**src/rtl/core_fetch_unit.sv**
```systemverilog
// core_fetch_unit: sequential-PC instruction fetch with credit-limited L1I requests and a fetch queue.
// Optional macro CORE_IF_MISALIGN_CHK_EN aligns misaligned redirect targets and flags them on if_misalign.
module core_fetch_unit #(
  parameter logic [31:0] PC_START  = 32'h0000_0200,
  parameter int unsigned FQ_DEPTH  = 4,
  parameter int unsigned MAX_OUTST = 2
) (
  input  logic        clk,
  input  logic        n_rst,
  input  logic        if_stop,
  input  logic        redir_val,
  input  logic [31:0] redir_pc,
  output logic        l1i_req_val,
  input  logic        l1i_req_rdy,
  output logic [31:0] l1i_req_addr,
  input  logic        l1i_resp_val,
  input  logic [31:0] l1i_resp_data,
  output logic        dec_val,
  input  logic        dec_rdy,
  output logic [31:0] dec_pc,
  output logic [31:0] dec_pc_4,
  output logic [31:0] dec_instr,
  output logic        if_misalign
);

  localparam int unsigned OW = $clog2(MAX_OUTST + 1);
  localparam int unsigned CW = $clog2(FQ_DEPTH + 1);
  localparam int unsigned PW = (FQ_DEPTH > 1) ? $clog2(FQ_DEPTH) : 1;

  localparam logic [OW-1:0] OUT_ZERO = OW'(1'b0);
  localparam logic [OW-1:0] OUT_ONE  = OW'(1'b1);
  localparam logic [CW-1:0] CNT_ZERO = CW'(1'b0);
  localparam logic [CW-1:0] CNT_ONE  = CW'(1'b1);
  localparam logic [PW-1:0] PTR_ZERO = PW'(1'b0);
  localparam logic [PW-1:0] PTR_ONE  = PW'(1'b1);

  logic [31:0]   pc_r;
  logic [31:0]   resp_pc_r;
  logic [31:0]   redir_tgt_s;
  logic [OW-1:0] outst_r;
  logic [OW-1:0] drop_r;
  logic [OW-1:0] outst_nxt_s;
  logic [OW-1:0] resp_dec_s;
  logic [CW-1:0] count_r;
  logic [CW-1:0] count_nxt_s;
  logic [PW-1:0] wr_ptr_r;
  logic [PW-1:0] rd_ptr_r;
  logic [31:0]   fq_pc_r    [FQ_DEPTH];
  logic [31:0]   fq_instr_r [FQ_DEPTH];
  logic [31:0]   credit_s;
  logic          req_ok_s;
  logic          issue_s;
  logic          push_s;
  logic          pop_s;

`ifdef CORE_IF_MISALIGN_CHK_EN
  logic misalign_r;

  assign redir_tgt_s = {redir_pc[31:2], 2'b00};

  // One-cycle flag for a redirect whose target had to be aligned
  always_ff @(posedge clk) begin
    if (!n_rst) begin
      misalign_r <= 1'b0;
    end else begin
      misalign_r <= redir_val & (redir_pc[1:0] != 2'b00);
    end
  end

  assign if_misalign = misalign_r;
`else
  assign redir_tgt_s = redir_pc;
  assign if_misalign = 1'b0;
`endif

  // Issue credit: in-flight live requests plus queued entries must leave a free queue slot
  always_comb begin
    credit_s    = 32'(outst_r) - 32'(drop_r) + 32'(count_r);
    req_ok_s    = (32'(outst_r) < MAX_OUTST) && (credit_s < FQ_DEPTH);
    l1i_req_val = n_rst & ~if_stop & ~redir_val & req_ok_s;
    issue_s     = l1i_req_val & l1i_req_rdy;
    push_s      = n_rst & l1i_resp_val & (drop_r == OUT_ZERO) & ~redir_val;
    dec_val     = n_rst & (count_r != CNT_ZERO) & ~redir_val;
    pop_s       = dec_val & dec_rdy;
    resp_dec_s  = l1i_resp_val ? OUT_ONE : OUT_ZERO;
    outst_nxt_s = outst_r + (issue_s ? OUT_ONE : OUT_ZERO) - resp_dec_s;
    count_nxt_s = count_r + (push_s ? CNT_ONE : CNT_ZERO) - (pop_s ? CNT_ONE : CNT_ZERO);
  end

  // Fetch control state; a redirect squashes everything still in flight
  always_ff @(posedge clk) begin
    if (!n_rst) begin
      pc_r      <= PC_START;
      resp_pc_r <= PC_START;
      outst_r   <= OUT_ZERO;
      drop_r    <= OUT_ZERO;
      count_r   <= CNT_ZERO;
      wr_ptr_r  <= PTR_ZERO;
      rd_ptr_r  <= PTR_ZERO;
    end else if (redir_val) begin
      pc_r      <= redir_tgt_s;
      resp_pc_r <= redir_tgt_s;
      outst_r   <= outst_r - resp_dec_s;
      drop_r    <= outst_r - resp_dec_s;
      count_r   <= CNT_ZERO;
      wr_ptr_r  <= PTR_ZERO;
      rd_ptr_r  <= PTR_ZERO;
    end else begin
      if (issue_s) begin
        pc_r <= pc_r + 32'd4;
      end
      if (l1i_resp_val && (drop_r != OUT_ZERO)) begin
        drop_r <= drop_r - OUT_ONE;
      end
      if (push_s) begin
        resp_pc_r <= resp_pc_r + 32'd4;
        wr_ptr_r  <= wr_ptr_r + PTR_ONE;
      end
      if (pop_s) begin
        rd_ptr_r <= rd_ptr_r + PTR_ONE;
      end
      outst_r <= outst_nxt_s;
      count_r <= count_nxt_s;
    end
  end

  // Fetch queue storage
  always_ff @(posedge clk) begin
    if (push_s) begin
      fq_pc_r[wr_ptr_r]    <= resp_pc_r;
      fq_instr_r[wr_ptr_r] <= l1i_resp_data;
    end
  end

  assign l1i_req_addr = pc_r;
  assign dec_pc       = fq_pc_r[rd_ptr_r];
  assign dec_instr    = fq_instr_r[rd_ptr_r];
  assign dec_pc_4     = dec_pc + 32'd4;

endmodule
```
**config.mk**
```make
export PLATFORM = sky130hd
export DESIGN_NAME = core_fetch_unit
export DESIGN_NICKNAME = d
export VERILOG_FILES = /design/src/rtl/core_fetch_unit.sv
export SDC_FILE = /design/constraint.sdc
export NUM_CORES = 1
export LEC_CHECK = 0
export ABC_AREA = 1
export CAP_MARGIN = 20
export CORE_MARGIN = 2
export CORE_UTILIZATION = 54
export CTS_CLUSTER_SIZE = 14
export DETAILED_ROUTE_END_ITERATION = 10
export DONT_BUFFER_PORTS = 1
export PLACE_DENSITY = 0.8
export SETUP_SLACK_MARGIN = 0.5
export SLEW_MARGIN = 20
export SYNTH_ARGS = -nofsm -noshare
export SYNTH_HDL_FRONTEND = slang
export SYNTH_SLANG_ARGS = --single-unit
```
**constraint.sdc**
```tcl
create_clock -name clk -period 5.2 [get_ports clk]
set_input_delay 1.04 -clock clk [delete_from_list [all_inputs] [get_ports clk]]
set_output_delay 1.04 -clock clk [all_outputs]
set_load 0.01 [all_outputs]
```
==> flow_summary.ini <==
[run_status]
status = finished clean

[job]
cap_violations = 0

[clock_network]
cts-htree-levels = 2
cts.path.max_buffers = 3
cts_num_sinks = 333
cts_setup_buffers = 0
clockRootBuffer = clkbuf_16
cts_tree = built
numCtsBuffers = 35
cts_hold_buf = 0
clk_latency_ns = 0.52
path_clk_slew_ns = 0.06
cts_resized = 0

[place]
gp_congestion = 0.931
numPortBuffers = 0
pre_cts_slack_ns = 1.48
hpwlAfterDp_um = 25500
dpl.cell_count = 2078

[global_routing]
grt_start_max_net_pins = 75
overflow = 0
grt_pass1_wl_um = 60300
track_usage_pct = 24.8
antenna_found_initial = 1
first_global_vias = 11696

[power_and_ir_drop]
p_switching_mw = 1.28
pwr-share-clk_pct = 41.4
fin_total_pwr_mw = 5.60
switching_share_pct = 22.8
intPower_mw = 4.33
p_comb_share_pct = 5.0
p_seq_share_pct = 53.6
leakagePower_nw = 6.47
ir_drop_v = 0.000212
powerDensity_nw_per_um2 = 328

[final_layout]
num-nets-final = 1821
final_layout_size_suffix_gt1_share_pct = 5.69
area_growth_pct = 8.78
n_antenna_cell = 0
fin_cells = 2140

[worst_setup_path]
required_ns = 4.16
timing.critical_path.to = dec_pc_4[18]
timing.rr.end = outst_r[1]
cp.arrival_ns = 3.20
path_max_fanout = 36
r2r_start = outst_r[0]
r2r_slack_ns = 1.84
critPathKind = reg2out
r2r_cells = 17
critical_path.startpoint_type = flop
endpoint_kind = output port

[detailed_routing]
wl_per_cell_um = 17.7
ant_nets = 0
wl_um = 37800
drt_first_pass_iters = 5
routed_via_density = 5.59
routed-via-count = 11955
drt-initial-drc-count = 1018
drc = 0

[floorplanning]
rows = 62
start_util_pct = 54.8
ios = 202
die_w_um = 175
die_h_um = 175
die-area_um2 = 30500
coreArea_um2 = 28700

[logic_synthesis]
synth_edf_count = 256
synth_ff_type = edfxtp_1
ys_types = 42
synth_area_um2 = 15700
ys_top_cells_by_area = edfxtp_1 (49%), nand2_1 (12%), dfxtp_1 (9.8%)
yosysSeqAreaShare_pct = 58.7
yosys_warnings = 0
synth.avg_cell_area_um2 = 8.99
netlist_instances = 1748
ys_ff_latch = 333
post-synth-top-count-cell = nand2_1
synthTopCellsByCount = nand2_1 (501), edfxtp_1 (256), nor2_1 (230), inv_1 (141), nand3_1 (132)
synth_largest_area_cell = edfxtp_1
synth_top_cell_area_share_pct = 48.9
async_flop_share_pct = 0
synthesis.nets = 1838

[timing]
period_share_pct = 81.5
worst_pin_slew_ns = 0.988
rsz0062_at_grt = false
clock.fmax_ghz = 0.236
max-slew-margin-rel_pct = 34.1
setup_viol_count_final = 0
setup_ws_ns = 0.961
period_needed_ns = 4.24
slew_violations = 0
hold_viol_final = 0
timing.hold.ws_ns = 0.482
setup-tns-final_ns = 0
skew_ns = 0.0131

[min_path]
hold_path_class = reg2reg
==> power by group through the flow <==
stage / Combinational, mW / Clock [mW] / Sequential [mW]
2_1_floorplan: 0.219 / 0 / 3.03
3_3_place_gp: 0.267 / 0 / 3.05
3_5_place_dp: 0.276 / 0 / 3.06
4_1_cts: 0.278 / 2.36 / 3.00
5_1_grt: 0.318 / 2.47 / 3.01
6_report: 0.278 / 2.32 / 3.00
==> area by class of cell <==
type	count	area, um2
Tap cell	384	480
Fill cell	2423	11600
Multi-Input combinational cell	1199	5620
Inverter	147	553
Sequential cell	333	9230
Clock buffer	48	965
Clock inverter	14	109
Timing Repair Buffer	15	138
==> per-stage QoR <==
stage | utilization (%) | instance area, um2
global placement | 55.8 | 16000
finish | 59.6 | 17100
CTS | 59.6 | 17100
detailed placement | 55.8 | 16000
floorplan | - | 15700
global route | 59.6 | 17100
==> kinds of logic (layout without fill, tap and decap cells) <==
kind of cell	after synthesis	in the layout	synth area share, %
buffers and inverters	216	224	5.72
xor gates and xnor gates	35	35	1.95
AOI/OAI and AO/OA	219	219	7.58
and+or+nand+nor	925	925	24.4
other	1	1	0.0239
adders and majority gates	19	19	1.61
DFF	333	333	58.7
==> worst max-delay path, stage by stage, from the launching register on <==
cell	delay (ns)
dfxtp_2	0.75
inv_2	0.25
buf_4	0.30
nand3_1	0.13
nand2_1	0.09
inv_1	0.14
ha_1	0.29
nand2_2	0.14
nor2_2	0.23
nand2_1	0.10
xor2_1	0.24
==> routing by layer <==
layer | GRT usage [%] | part of all wire (%) | vias to the layer above
met3 | 5.53 | 9.2 | 62
met2 | 41.6 | 47 | 478
met5 | 0 | 0 | -
li1 | - | - | 5803
met1 | 32.8 | 41 | 5612
met4 | 6.63 | 2.3 | 0
==> registers in the layout, indices dropped and copies added, names as in the netlist, named ones only <==
name and cells:
count_r 3, drop_r 2, fq_instr_r 128, fq_pc_r 128, l1i_req_addr 32, outst_r 2, rd_ptr_r 2, resp_pc_r 32
wr_ptr_r 2
==> how the worst min path moves through the flow <==
| stage | start | end | slack (ns) | depth (start not counted) |
|---|---|---|---|---|
| final | rd_ptr_r[0] | rd_ptr_r[0] | 0.48 | 1 |
| after CTS | rd_ptr_r[0] | rd_ptr_r[0] | 0.48 | 1 |
| after global placement | rd_ptr_r[0] | rd_ptr_r[0] | 0.45 | 1 |
| after global routing | rd_ptr_r[0] | rd_ptr_r[0] | 0.52 | 1 |
| after detailed placement | rd_ptr_r[0] | rd_ptr_r[0] | 0.47 | 1 |
| after floorplan | rd_ptr_r[1] | flop | 0.44 | 2 |
==> cells in the final DEF, fill, tap and decap left out, types with 6 or more instances in the layout <==
cell type,Yosys,final
buf_4,10,13
ha_1,17,17
xor2_1,31,31
dfxtp_1,77,75
nor3_1,11,11
clkinv_2,0,7
nand3b_1,11,11
o22ai_1,34,34
nand3_1,132,132
a31oi_1,9,9
clkbuf_16,0,35
o21ai_0,110,110
inv_1,141,141
nand4_1,14,14
nor2_4,2,6
clkbuf_1,36,9
edfxtp_1,256,256
nor2_1,230,226
nand2_1,501,501
nor2_2,7,7
a21oi_1,48,48
nand2_2,6,6
o211ai_1,6,6
Power figures use the tool's default switching activity.
